`src/rtl/apb_pkg.sv`:
```
// Shared APB definitions: requester FSM state encoding and UART register map.
package apb_pkg;

    typedef enum logic [1:0] {
        IDLE,
        SETUP,
        ACCESS,
        RESP
    } apb_state_e;

    // UART register block offsets
    localparam logic [11:0] TX_DATA = 12'h000;
    localparam logic [11:0] RX_DATA = 12'h004;
    localparam logic [11:0] CFG     = 12'h008;
    localparam logic [11:0] CTRL    = 12'h00C;
    localparam logic [11:0] STT     = 12'h010;

endpackage

```
`src/rtl/apb_timeout_cnt.sv`:
```
// Saturating wait-state counter; expired pulses when an enabled count reaches LIMIT.
module apb_timeout_cnt #(
    parameter int unsigned LIMIT = 16
) (
    input  logic clk,
    input  logic reset_n,
    input  logic clear,
    input  logic enable,
    output logic expired
);

    localparam int unsigned CW   = (LIMIT == 0) ? 1 : $clog2(LIMIT + 1);
    localparam int unsigned LAST = (LIMIT == 0) ? 0 : LIMIT - 1;

    logic [CW-1:0] count;

    always_ff @(posedge clk) begin
        if (!reset_n || clear) begin
            count <= '0;
        end else if (enable && (count != '1)) begin
            count <= count + CW'(1);
        end
    end

    // Flags the increment that would bring the count to LIMIT, so the abort
    // lands after exactly LIMIT stalled cycles.
    assign expired = (LIMIT != 0) && enable && (count == CW'(LAST));

endmodule

```
`src/rtl/apb_master.sv`:
```
// APB4 requester: valid/ready command in, SETUP/ACCESS transfer out, valid/ready response back.
module apb_master
    import apb_pkg::*;
#(
    parameter int unsigned ADDR_W  = 12,
    parameter int unsigned DATA_W  = 32,
    parameter int unsigned TIMEOUT = 16
) (
    input  logic                clk,
    input  logic                reset_n,
    input  logic                cmd_valid_i,
    output logic                cmd_ready_o,
    input  logic                cmd_write_i,
    input  logic [ADDR_W-1:0]   cmd_addr_i,
    input  logic [DATA_W-1:0]   cmd_wdata_i,
    input  logic [DATA_W/8-1:0] cmd_strb_i,
    output logic                rsp_valid_o,
    input  logic                rsp_ready_i,
    output logic [DATA_W-1:0]   rsp_rdata_o,
    output logic                rsp_err_o,
    output logic                rsp_timeout_o,
    output logic                psel_o,
    output logic                penable_o,
    output logic                pwrite_o,
    output logic [ADDR_W-1:0]   paddr_o,
    output logic [DATA_W-1:0]   pwdata_o,
    output logic [DATA_W/8-1:0] pstrb_o,
    input  logic [DATA_W-1:0]   prdata_i,
    input  logic                pready_i,
    input  logic                pslverr_i
);

    apb_state_e state;
    logic       cnt_clear;
    logic       cnt_enable;
    logic       cnt_expired;

    assign cmd_ready_o = (state == IDLE);
    assign cnt_clear   = (state == IDLE) && cmd_valid_i;
    assign cnt_enable  = (state == ACCESS) && !pready_i;

    apb_timeout_cnt #(
        .LIMIT(TIMEOUT)
    ) u_timeout (
        .clk     (clk),
        .reset_n (reset_n),
        .clear   (cnt_clear),
        .enable  (cnt_enable),
        .expired (cnt_expired)
    );

    always_ff @(posedge clk) begin
        if (!reset_n) begin
            state         <= IDLE;
            psel_o        <= 1'b0;
            penable_o     <= 1'b0;
            pwrite_o      <= 1'b0;
            paddr_o       <= '0;
            pwdata_o      <= '0;
            pstrb_o       <= '0;
            rsp_valid_o   <= 1'b0;
            rsp_rdata_o   <= '0;
            rsp_err_o     <= 1'b0;
            rsp_timeout_o <= 1'b0;
        end else begin
            unique case (state)
                IDLE: begin
                    if (cmd_valid_i) begin
                        psel_o   <= 1'b1;
                        pwrite_o <= cmd_write_i;
                        paddr_o  <= cmd_addr_i;
                        pwdata_o <= cmd_wdata_i;
                        pstrb_o  <= cmd_write_i ? cmd_strb_i : '0;
                        state    <= SETUP;
                    end
                end
                SETUP: begin
                    penable_o <= 1'b1;
                    state     <= ACCESS;
                end
                ACCESS: begin
                    // Completion is checked first so a late pready beats the timeout.
                    if (pready_i) begin
                        psel_o        <= 1'b0;
                        penable_o     <= 1'b0;
                        rsp_valid_o   <= 1'b1;
                        rsp_rdata_o   <= pwrite_o ? '0 : prdata_i;
                        rsp_err_o     <= pslverr_i;
                        rsp_timeout_o <= 1'b0;
                        state         <= RESP;
                    end else if (cnt_expired) begin
                        psel_o        <= 1'b0;
                        penable_o     <= 1'b0;
                        rsp_valid_o   <= 1'b1;
                        rsp_rdata_o   <= '0;
                        rsp_err_o     <= 1'b1;
                        rsp_timeout_o <= 1'b1;
                        state         <= RESP;
                    end
                end
                RESP: begin
                    if (rsp_ready_i) begin
                        rsp_valid_o <= 1'b0;
                        state       <= IDLE;
                    end
                end
                default: state <= IDLE;
            endcase
        end
    end

endmodule

```
`config.mk`:
```
export PLATFORM = sky130hd
export DESIGN_NAME = apb_master
export DESIGN_NICKNAME = d
export VERILOG_FILES = /design/src/rtl/apb_pkg.sv /design/src/rtl/apb_timeout_cnt.sv /design/src/rtl/apb_master.sv
export SDC_FILE = /design/constraint.sdc
export NUM_CORES = 1
export LEC_CHECK = 0
export ABC_CLOCK_PERIOD_IN_PS = 2000
export BUFFER_PORTS_ARGS = -buffer_cell sky130_fd_sc_hd__buf_4
export CAP_MARGIN = 20
export CORE_UTILIZATION = 40
export DETAILED_ROUTE_END_ITERATION = 8
export PLACE_DENSITY = 0.8
export SLEW_MARGIN = 20
export SYNTH_ARGS = -nofsm -noshare
export SYNTH_HDL_FRONTEND = slang
export SYNTH_SLANG_ARGS = --single-unit
```
`constraint.sdc`:
```
create_clock -name clk -period 2 [get_ports clk]
set_input_delay 0.2 -clock clk [delete_from_list [all_inputs] [get_ports clk]]
set_output_delay 0.2 -clock clk [all_outputs]
set_load 0.01 [all_outputs]
```
; Word level (Yosys, flattened, before mapping)
; Cells that the tools add are included.
[totals]
regBits = 93
input_bits = 87
out_inout_bits = 87
[classes]
addsub = 1
eq_ne = 8
n_mux = 20
n_reduce_logical = 18
[op_table]
columns = operator, count
row1 = two-way mux 32 bit, 3
row2 = AND reduction 3 bit, 3
row3 = two-way mux 1 bit, 8
row4 = two-way mux 2 bit, 4
row5 = one-hot mux 2 bit (4 select lines), 1
row6 = nonzero test 2 bit, 4
row7 = one-hot mux 1 bit (2 select lines), 3
row8 = AND reduction 2 bit, 3
row9 = "adder 5 x 1 -> 5 bit, second input constant", 1
row10 = "== test 5 x 4 -> 1 bit, second input constant", 1
row11 = "!= test 5 bit, second input constant", 1
row12 = "== test 2 bit, second input constant", 2
row13 = logical AND 1 bit, 4
row14 = two-way mux 4 bit, 1
row15 = "!= test 2 bit, second input constant", 2
row16 = "!= test 3 bit, second input constant", 1
row17 = "== test 2 x 1 -> 1 bit, second input constant", 1
row18 = zero test 1 bit, 2
row19 = zero test 2 bit, 1
row20 = logical OR 1 bit, 1

; Longest topological paths before layout
; Gate-level depths: netlist (run 1).
[logic_depth]
depth_word = 6
depth_mapped = 8
ltp_nobuf = 6

; Hierarchy
; From an unflattened synthesis (run 1), not the netlist that was laid out.
[unflattened]
hier_cells = 359
hier_area_um2 = 3467.1
[modules_own_cells]
columns = mod, n_inst, cells_per_inst, area_per_inst_um2, seq_area_each_um2
row1 = apb_master, 1, 331, 3213.1, 1761.7
row2 = apb_timeout_cnt, 1, 28, 254.0, 100.1

; Worst setup path after synthesis (run 1)
; Ideal clock, no wire load.
[synth_timing]
path_kind = reg-to-reg
from = reg u_timeout.count[0]
to = reg u_timeout.count[3]
t_arrival_ns = 1.595
required_time_ns = 1.877
slack_ns = 0.282
stages_incl_launch_ff = 7
n_path_buf = 0
synth_period_minus_slack_ns = 1.718
path_cell_list = dfxtp_1 -> ha_1 -> and3_1 -> ha_1 -> nor3b_4 -> nand4_1 -> mux2_1
[synth_between]
elab_chain_cells = 2
word_cells_on_any_way = 3
classes_between = add/sub (1) / eq/ne (1) / reduce/logical (1)
[synth_rtl]
columns = element, line_no
row1 = from (decl), apb_timeout_cnt.sv:15  ; logic [CW-1:0] count;
row2 = from (signal assigned), apb_timeout_cnt.sv:21  ; count <= count + CW'(1);
row3 = "parallel branches: the longest is 2 deep, another holds adder 5 x 1 -> 5 bit", n/a
; Parallel ways; which one is timed is not known.
; A chain may end at the register's enable or synchronous reset.

; Worst setup path in the final report (run 1)
[layout_timing]
from = reg u_timeout.count[0]
to = reg rsp_rdata_o[18]
[layout_between]
elab_chain_cells = 4
[layout_rtl]
columns = element, line_no
row1 = == test 5 x 4 -> 1 bit, apb_timeout_cnt.sv:27  ; assign expired = (LIMIT != 0) && enable && (count == CW'(LAST));
row2 = logical AND 1 bit, apb_timeout_cnt.sv:27
row3 = nonzero test 2 bit (no source line), n/a
row4 = AND reduction 2 bit (no source line), n/a
row5 = to (signal assigned), apb_master.sv:87  ; rsp_rdata_o <= pwrite_o ? '0 : prdata_i;
row6 = to (decl), apb_master.sv:19  ; output logic [DATA_W-1:0] rsp_rdata_o,
; No other way between the ends.

==> summary.md, run 1 <==
| Metric | Value |
|---|---|
| Run status | `finished, final reports clean` |
| Clock skew | `17.5 ps` |
| HPWL Detailed | `7.19 mm` |
| Cell count of the worst reg-to-reg path | `7` |
| CP Capture Type | `flop` |
| Overall power | `5.23 mW` |
| Sequential power share | `42.9%` |
| Core Area | `9770 um2` |
| Internal power | `3.60 mW` |
| Global-route wire length before repair | `15.2 mm` |
| Final setup TNS | `0 ps` |
| Routed vias | `3504` |
| #FFs+latches synth | `93` |
| Vias in the first global route | `3252` |
| Fin area | `5670 um2` |
| Final Core Density | `58.0%` |
| Initial antenna violation count | `0` |
| Final Hold Viols | `0` |
| WP buf/inv | `1` |
| ANT cells | `0` |
| Main combinational cell family by area after synthesis | `simple AND/OR/NAND/NOR gates` |
| Die W | `102 um` |
| CTS Sinks | `93` |
| Combinational share of power | `30.3%` |
| Post-CTS setup buffers | `0` |
| WL per Instance | `13.8 um` |
| Die span in y | `102 um` |
| Post-Synth XOR/XNOR Area | `0.434%` |
| Sequential-to-total area share from yosys stat | `46.2%` |
| Slowest CP cell | `dfxtp_1` |
| H-tree Lvls | `3` |
| Worst Setup Path Type | `reg -> reg` |
| Post-synthesis instance total | `426` |
| # hold bufs at CTS | `0` |
| Worst Tran Pin Value | `764 ps` |
| Yosys warns | `0` |
| Rows | `36` |
| Synth Area in Compound Gates | `20.9%` |
| Max FO, Critical Path | `17` |
| Largest net degree at the start of global routing | `93` |
| Worst Hold Depth | `2` |
| Rel. slew slack | `49.1%` |
| Remaining antenna violation count | `0` |
| Fin nets | `686` |
| Unique masters post-synth | `40` |
| GRT overflow | `0` |
| Delay-heaviest family, CP | `compound AO/OA/AOI/OAI gates` |
| Share of layout cells above drive strength 1 | `45.4%` |
| Placed instance area | `5440 um2` |
| Syn Nets | `520` |
| Pwr dens | `922 nW/um2` |
| Setup Viol. Count Final | `0` |
| Crit path arrival time | `2120 ps` |
| Simple logic cell fraction of the synthesized area | `23.4%` |
| Vias per cell | `4.80` |
| Clock root cell | `clkbuf_8` |
| RSZ-0062 raised after global routing | `no` |
| Dominant cells by area after synthesis | `dfxtp_1, nand2_1, a21boi_1` |
| Static leakage | `2.38 nW` |
| Syn avg cell area | `9.47 um2` |
| Clock share of power | `26.8%` |
| Full die area | `10500 um2` |
| Main synth FF type | `dfxtp_1` |
| Crit start category | `flop` |
| Minimum clock period | `1840 ps` |
| Adder-cell share of the synthesized area | `2.17%` |
| Post-route clock period utilization | `92.2%` |
| 1st-pass router iterations | `4` |
| Worst IR drop on VDD | `0.442 mV` |
| Area Growth Syn to Fin | `40.6%` |
| Share of the synthesized area in the top cell type | `46.2%` |
| Number of synthesized flops with an enable pin | `0` |
| Cell Chain, Critical Path | `ha_1 -> and3_1 -> ha_1 -> o21a_4 -> buf_4 -> nand3_2 -> a21boi_2` |
| Fmax | `542 MHz` |
| Worst-Skew Late Latency | `350 ps` |
| Gr usage total | `18.7%` |
| Post-Layout Cell Count | `730` |
| Num CTS Buffers | `9` |
| Max-cap check violation count | `0` |
| Max incr delay on CP | `380 ps` |
| Critical Path Stages | `7` |
| Synth async-reset ratio | `0%` |
| # IOs | `174` |
| PostCTS Resize Cnt | `0` |
| DR DRC count | `0` |
| Mapped Area | `4030 um2` |
| Placer Congestion | `0.758` |
| Reg clk slew, reported paths | `90 ps` |
| Starting Density | `41.3%` |
| CTS max path bufs | `2` |
| TritonCTS clock tree | `done` |
| Setup slack, reg-to-reg | `160 ps` |
| Req. time, crit path | `2280 ps` |
| Slew Viols, Final | `0` |
| Post-synthesis mux area share | `0.776%` |
| Largest area contributor in the netlist | `dfxtp_1` |
| Most frequent CP cell | `ha_1` |
| Placed Cells incl. Taps | `714` |
| Psw | `1.63 mW` |
| HP Class | `in -> reg` |
| PortBufs | `173` |
| Routed WL | `10.0 mm` |
| Initial drt markers | `113` |
| Switch share | `31.2%` |
[synth_stat cells (2+ instances only)]
| library cell | n |
|---|---|
| and3_1 | 2 |
| nand2_1 | 132 |
| nand3_2 | 30 |
| a21boi_2 | 30 |
| xnor2_1 | 2 |
| nor2_1 | 8 |
| mux2i_1 | 2 |
| nand3_1 | 6 |
| a21boi_1 | 51 |
| buf_8 | 3 |
| buf_4 | 2 |
| ha_1 | 7 |
| nor2b_1 | 3 |
| dfxtp_1 | 93 |
| clkbuf_1 | 17 |
| buf_1 | 2 |
| o21ai_0 | 2 |
| inv_1 | 5 |
| buf_12 | 3 |
| buf_2 | 5 |
| a21oi_1 | 2 |
[cell type report]
class                      count  area [um2]
clock buffer                  11         141
clock inverter                 5        83.8
multi-input combinational    295        1940
sequential                    93        1860
fill                         858        4100
tap                          133         166
inverter                       5        18.8
timing repair buffer         188        1460
[cells in the final DEF, fill, tap and decap left out, types with 2 or more instances in the layout]
cell type / n
a21oi_1: 2
a21boi_1: 51
clkbuf_8: 10
nor2b_1: 3
nand2_1: 131
ha_1: 7
o21ai_0: 2
nor2_1: 8
bufinv_16: 2
and3_1: 2
mux2i_1: 2
a21boi_2: 30
inv_1: 5
dfxtp_1: 93
nand3_1: 6
nand3_2: 30
xnor2_1: 2
buf_4: 184
buf_12: 4
clkinvlp_4: 2
[final timing paths]
| check | startpoint | endpoint |
|---|---|---|
| hold / removal | rsp_ready_i | rsp_valid_o$_SDFFE_PN0P_ |
| setup reg to reg | u_timeout.count[0]$_SDFFE_PP0P_ | rsp_rdata_o[18]$_SDFFE_PN0P_ |
| hold reg to reg | pstrb_o[3]$_SDFFE_PN0P_ | pstrb_o[3]$_SDFFE_PN0P_ |
| setup / recovery | u_timeout.count[0]$_SDFFE_PP0P_ | rsp_rdata_o[18]$_SDFFE_PN0P_ |
[power by group through the flow]
stage | clock, mW | sequential (mW) | combinational (mW)
after floorplan | 0 | 2.38 | 0.782
after global placement | 0 | 2.27 | 1.57
after detailed placement | 0 | 2.29 | 1.60
after CTS | 1.46 | 2.25 | 1.61
after global routing | 1.54 | 2.28 | 1.74
final | 1.40 | 2.25 | 1.58
[sequential cells by signal (all words and copies together), names as in the netlist]
name and flops:
rsp_valid_o 1, psel_o 1, paddr_o 12, u_timeout.count 5, pwdata_o 32, rsp_err_o 1
penable_o 1, pstrb_o 4, rsp_timeout_o 1, rsp_rdata_o 32, pwrite_o 1, state 2
[metrics by stage]
stage | hold WS, ps | setup WS [ps]
finish | 53.8 | 155
global route | 22.9 | 50.5
CTS | 25.2 | 45.9
detailed placement | 419 | 61.6
global placement | 411 | 152
floorplan | 314 | 282
[cell families after synthesis]
kind of cell    after synthesis
buf+inv                      38
flops                        93
simple gates                187
compound gates               96
mux                           3
xor+xnor                      2
fa+ha+maj                     7
[routing by layer]
| metal | GRT usage (%) | part of all wire (%) |
|---|---|---|
| met1 | 21.7 | 42 |
| met2 | 32.5 | 49 |
| met3 | 5.47 | 7.9 |
| met4 | 7.47 | 1.4 |
| met5 | 0 | 0 |
Note: power is estimated with default switching activity, not from simulation.
==> run 2, diff against run 1 <==
--- a/config.mk
+++ b/config.mk
@@ -8,6 +8,7 @@
 export ABC_CLOCK_PERIOD_IN_PS = 2000
 export BUFFER_PORTS_ARGS = -buffer_cell sky130_fd_sc_hd__buf_4
 export CAP_MARGIN = 20
+export CORE_ASPECT_RATIO = 1.1
 export CORE_UTILIZATION = 40
 export DETAILED_ROUTE_END_ITERATION = 8
 export PLACE_DENSITY = 0.8
==> run 2 against run 1 <==
The flow now finishes with violations (DRC); first-iteration DRC count grew 33%; clock skew is 11 ps lower; routed wire length fell by 4.3%; hold slack gained 1.7 ps; non-clock buffer count decreased by 8; die area is essentially flat; critical path type unchanged; critical endpoint is now rsp_err_o$_SDFFE_PN0P_; largest power group unchanged; highest routed layer unchanged.
==> summary.md, run 2 (synthesis gave the netlist of run 1 again) <==
| Metric | Value |
|---|---|
| Placed Cells incl. Taps | `693` |
| Sequential power share | `43.2%` |
| Max FO, Critical Path | `8` |
| Switch share | `30.5%` |
| Initial drt markers | `150` |
| Post-route clock period utilization | `88.0%` |
| Placer Congestion | `0.770` |
| Commonest cells after routing, fill and taps aside | `buf_4, nand2_1, dfxtp_1` |
| ANT cells | `0` |
| Num CTS Buffers | `9` |
| Fin area | `5590 um2` |
| Crit start category | `flop` |
| Clock root cell | `clkbuf_8` |
| Run status | `complete, but fails checks` |
| DR DRC count | `32` |
| Combinational share of power | `30.0%` |
| Final Core Density | `56.8%` |
| Psw | `1.58 mW` |
| Final setup TNS | `0 ps` |
| Failing checks | `DRC` |
| Remaining antenna violation count | `0` |
| HPWL Detailed | `6.85 mm` |
| Post-CTS setup buffers | `0` |
| Final Hold Viols | `0` |
| 1st-pass router iterations | `6` |
| Gr usage total | `18.4%` |
| Worst Tran Pin Value | `750 ps` |
| Regs by FF count | `pwdata_o: 32 flops, rsp_rdata_o: 32 flops, paddr_o: 12 flops` |
| Die span in y | `107 um` |
| RSZ-0062 raised after global routing | `no` |
| Largest net degree at the start of global routing | `93` |
| Vias in the first global route | `3405` |
| Area Growth Syn to Fin | `38.6%` |
| Starting Density | `41.0%` |
| # hold bufs at CTS | `0` |
| HP Class | `in -> reg` |
| Vias per cell | `4.92` |
| Post-Layout Cell Count | `709` |
| Core Area | `9840 um2` |
| Share of layout cells above drive strength 1 | `44.7%` |
| Rows | `38` |
| Max-cap check violation count | `0` |
| PortBufs | `173` |
| Placed instance area | `5360 um2` |
| Routed WL | `9.62 mm` |
| CP Capture Type | `flop` |
| Clock share of power | `26.8%` |
| Fillcell total | `832` |
| Rel. slew slack | `50.0%` |
| Pwr dens | `928 nW/um2` |
| Worst Setup Path Type | `reg -> reg` |
| Setup Viol. Count Final | `0` |
| Req. time, crit path | `2250 ps` |
| Slew Viols, Final | `0` |
| Most common cell after layout, fill and taps aside | `buf_4` |
| Worst IR drop on VDD | `0.489 mV` |
| # IOs | `174` |
| Max incr delay on CP | `340 ps` |
| WL per Instance | `13.6 um` |
| Initial antenna violation count | `0` |
| Worst-Skew Late Latency | `350 ps` |
| Internal power | `3.61 mW` |
| Fmax | `568 MHz` |
| Global-route wire length before repair | `15.4 mm` |
| Clock skew | `6.96 ps` |
| Overall power | `5.19 mW` |
| CTS Sinks | `93` |
| Reg area | `1860 um2` |
| Full die area | `10500 um2` |
| Die W | `97.7 um` |
| Most frequent CP cell | `ha_1` |
| GRT overflow | `0` |
| Minimum clock period | `1760 ps` |
| Crit path arrival time | `2010 ps` |
| CTS max path bufs | `2` |
| Routed vias | `3491` |
| Reg clk slew, reported paths | `80 ps` |
| PostCTS Resize Cnt | `0` |
| Slowest CP cell | `dfxtp_1` |
| TritonCTS clock tree | `done` |
| Fin nets | `678` |
| Cell Chain, Critical Path | `ha_1 -> and3_1 -> ha_1 -> o21a_2 -> buf_4 -> o221a_1` |
| H-tree Lvls | `3` |
| Multi-input logic area | `1930 um2` |
| Static leakage | `2.35 nW` |
run 2: routing by layer:
| metal | up-vias | share of wire, % | wire (um) | GRT usage, % |
|---|---|---|---|---|
| met2 | 129 | 48 | 4610 | 31.5 |
| met5 | - | 0 | 0 | 0 |
| met3 | 14 | 7.8 | 753 | 5.32 |
| met1 | 1622 | 42 | 4080 | 21.3 |
| li1 | 1726 | - | - | - |
| met4 | 0 | 1.9 | 180 | 8.66 |
run 2: power by group through the flow:
| stage | sequential (mW) | combinational [mW] | clock [mW] |
|---|---|---|---|
| global placement | 2.27 | 1.54 | 0 |
| floorplan | 2.38 | 0.782 | 0 |
| CTS | 2.24 | 1.58 | 1.43 |
| detailed placement | 2.28 | 1.58 | 0 |
| finish | 2.24 | 1.56 | 1.39 |
| global route | 2.27 | 1.71 | 1.51 |
run 2: layout make-up:
type	instances	area share (%)
multi-input combinational	295	34.5
sequential	93	33.3
timing repair buffer	180	25.1
clock buffer	12	2.78
tap	120	2.69
clock inverter	4	1.25
inverter	5	0.336
run 2: per-stage QoR:
stage	hold slack, ps	setup WS, ps
final	55.6	239
after CTS	35.2	241
after detailed placement	427	247
after global routing	43.8	138
after floorplan	314	282
after global placement	418	289
run 2: critical path: cells and delay by family (launching register included):
kind	cells	cell delay, ps
compound gates	2	490
flops	1	340
simple gates	1	200
fa+ha+maj	2	450
buf+inv	1	180
run 2: path summary, 6_finish.rpt:
kind | startpoint | endpoint | slack (ps) | cells past startpoint
worst min register to register | paddr_o[3]$_SDFFE_PN0P_ | paddr_o[3]$_SDFFE_PN0P_ | 450 | 2
worst max register to register | u_timeout.count[0]$_SDFFE_PP0P_ | rsp_err_o$_SDFFE_PN0P_ | 240 | 6
worst max-delay path | u_timeout.count[0]$_SDFFE_PP0P_ | rsp_err_o$_SDFFE_PN0P_ | 240 | 6
worst min-delay path | rsp_ready_i | rsp_valid_o$_SDFFE_PN0P_ | 60 | 2
==> run 3, diff against run 2 <==
--- a/config.mk
+++ b/config.mk
@@ -9,10 +9,11 @@
 export BUFFER_PORTS_ARGS = -buffer_cell sky130_fd_sc_hd__buf_4
 export CAP_MARGIN = 20
 export CORE_ASPECT_RATIO = 1.1
-export CORE_UTILIZATION = 40
+export CORE_UTILIZATION = 45
 export DETAILED_ROUTE_END_ITERATION = 8
-export PLACE_DENSITY = 0.8
+export PLACE_DENSITY = 0.9
 export SLEW_MARGIN = 20
 export SYNTH_ARGS = -nofsm -noshare
 export SYNTH_HDL_FRONTEND = slang
+export SYNTH_HIERARCHICAL = 1
 export SYNTH_SLANG_ARGS = --single-unit
==> run 3 against run 2 <==
The run now ends clean; critical path depth grew 2; sequential cell count unchanged; setup slack lost 230 ps; design area shrank 7.7%; sequential power is 3% higher; routed wire length fell by 6.4%; register-to-register slack worse by 230 ps; fmax decreased by 12%; largest power group unchanged.
==> summary.md, run 3 <==
| Metric | Value |
|---|---|
| Max FO, Critical Path | `8` |
| Syn Nets | `454` |
| Worst Setup Path Type | `reg -> reg` |
| Slew Viols, Final | `0` |
| Post-route clock period utilization | `99.6%` |
| HP Class | `in -> reg` |
| Synth async-reset ratio | `0%` |
| Worst IR drop on VDD | `0.464 mV` |
| Mapped Area | `3470 um2` |
| 1st-pass router iterations | `6` |
| Routed vias | `3202` |
| Sequential-to-total area share from yosys stat | `53.7%` |
| Full die area | `8060 um2` |
| Rows | `33` |
| Gr usage total | `21.5%` |
| Core Area | `7470 um2` |
| Starting Density | `46.4%` |
| Most common cell after layout, fill and taps aside | `buf_4` |
| Vias in the first global route | `3122` |
| # IOs | `174` |
| Dominant cells by area after synthesis | `dfxtp_1, nand2_1, a21boi_0` |
| Clock root cell | `clkbuf_8` |
| PortBufs | `173` |
| Worst Tran Pin Value | `490 ps` |
| Setup Viol. Count Final | `0` |
| Multi-input logic area | `1470 um2` |
| Largest net degree at the start of global routing | `50` |
| CP Capture Type | `flop` |
| Crit path arrival time | `2280 ps` |
| Share of layout cells above drive strength 1 | `40.7%` |
| Pwr dens | `999 nW/um2` |
| Post-synthesis instance total | `359` |
| Req. time, crit path | `2290 ps` |
| Unique masters post-synth | `35` |
| Cell count of the worst reg-to-reg path | `8` |
| Final Core Density | `69.0%` |
| Most frequent cells after synthesis | `nand2_1, dfxtp_1, a21boi_0` |
| Number of synthesized flops with an enable pin | `0` |
| Initial antenna violation count | `0` |
| Run status | `finished, final reports clean` |
| Setup ws final | `8.57 ps` |
| Die span in y | `94.1 um` |
| GRT overflow | `0` |
| Fin nets | `631` |
| Overall power | `5.15 mW` |
| Placer Congestion | `0.742` |
| Largest area contributor in the netlist | `dfxtp_1` |
| Static leakage | `2.34 nW` |
| # hold bufs at CTS | `0` |
| Reg area | `1870 um2` |
| WL per Instance | `13.9 um` |
| Vias per cell | `4.96` |
| Routed WL | `9.00 mm` |
| Regs by FF count | `pwdata_o: 32 flops, rsp_rdata_o: 32 flops, paddr_o: 12 flops` |
| Share of the synthesized area in the top cell type | `53.7%` |
| Most frequent cell after synthesis | `nand2_1` |
| H-tree Lvls | `3` |
| Syn avg cell area | `9.66 um2` |
| CTS max path bufs | `2` |
| Commonest cells after routing, fill and taps aside | `buf_4, nand2_1, dfxtp_1` |
| #FFs+latches synth | `93` |
| Worst Hold Depth | `2` |
| Initial drt markers | `79` |
| Max-cap check violation count | `0` |
| TritonCTS clock tree | `done` |
| Worst-Skew Late Latency | `350 ps` |
| CTS Sinks | `93` |
| HPWL Detailed | `6.28 mm` |
| Main synth FF type | `dfxtp_1` |
| Area Growth Syn to Fin | `48.8%` |
| Clock skew | `9.38 ps` |
| Fmax | `502 MHz` |
| Die W | `85.7 um` |
| Final Hold Viols | `0` |
| Crit start category | `flop` |
| Yosys warns | `6` |
| Num CTS Buffers | `9` |
| Global-route wire length before repair | `13.8 mm` |
| Reg clk slew, reported paths | `90 ps` |
| Minimum clock period | `1990 ps` |
| DR DRC count | `0` |
| Rel. slew slack | `67.4%` |
| ANT cells | `0` |
| Remaining antenna violation count | `0` |
| Place WS | `80.2 ps` |
| Fillcell total | `601` |
-- run 3: cell count changes in the layout (fill, tap and decap cells not counted), sizes merged, moves of 3 or more --
cell | previous run | this run
a21oi | 2 | 5
buf | 180 | 187
a21boi | 81 | 52
inv | 5 | 9
a22o | 0 | 32
nand3 | 36 | 5
nand2 | 132 | 103
-- run 3: metrics by stage --
step / hold WS (ps) / cells / instance area, um2 / setup TNS (ps)
final: 48.0 / 646 / 5160 / 0
after global routing: 32.4 / 646 / 5160 / -199
after CTS: 30.7 / 639 / 5040 / 0
after detailed placement: 413 / 623 / 4860 / 0
after global placement: 409 / 623 / 4860 / 0
after floorplan: 325 / 359 / 3470 / 0
-- run 3: worst paths after layout --
| path | from | to | slack, ps |
|---|---|---|---|
| worst min register to register | pstrb_o[1]$_SDFFE_PN0P_ | pstrb_o[1]$_SDFFE_PN0P_ | 450 |
| worst max-delay path | u_timeout/count[0]$_SDFFE_PP0P_ | rsp_rdata_o[27]$_SDFFE_PN0P_ | 9 |
| worst max register to register | u_timeout/count[0]$_SDFFE_PP0P_ | rsp_rdata_o[27]$_SDFFE_PN0P_ | 9 |
| worst min-delay path | prdata_i[15] | rsp_rdata_o[15]$_SDFFE_PN0P_ | 50 |
-- run 3: cell families after synthesis --
kind of cell | share of synthesized area, %
AND/OR/NAND/NOR | 15.5
AO/OA/AOI/OAI | 22.6
flip-flops | 53.7
adder cells (fa/ha/maj) | 2.89
buffers and inverters | 4.51
multiplexers | 0.289
XOR/XNOR | 0.505
-- run 3: area by class of cell --
| cell class | instances | share of cell area (%) |
|---|---|---|
| clock buffer | 10 | 2.67 |
| clock inverter | 6 | 0.849 |
| inverter | 6 | 0.437 |
| multi-input combinational | 237 | 28.6 |
| sequential | 93 | 36.2 |
| tap | 105 | 2.55 |
| timing repair buffer | 189 | 28.7 |
-- run 3: timing repair --
action	in CTS	in global routing
buffers inserted	0	4
setup endpoints to repair	0	20
resized for setup	0	8
-- run 3: per-layer routing --
layer	up-vias	global-route usage [%]	wire length [um]
li1	1565	-	-
met1	1482	23.4	3590
met2	138	38.5	4510
met3	17	6.94	750
met4	0	8.61	160
met5	-	0	0
-- run 3: where the power goes --
group	leakage [nW]	internal, mW	switching, mW	total [mW]
clock network	0.0935	0.495	0.670	1.16
logic	1.49	0.824	0.863	1.69
registers	0.759	2.13	0.164	2.30
-- run 3: critical path: stages (launching register included) --
cell,delay [ps]
dfxtp_2,350
ha_4,160
and3_4,180
ha_2,170
and2_4,130
or2_4,270
a21boi_4,300
clkbuf_16,220
a22o_1,160
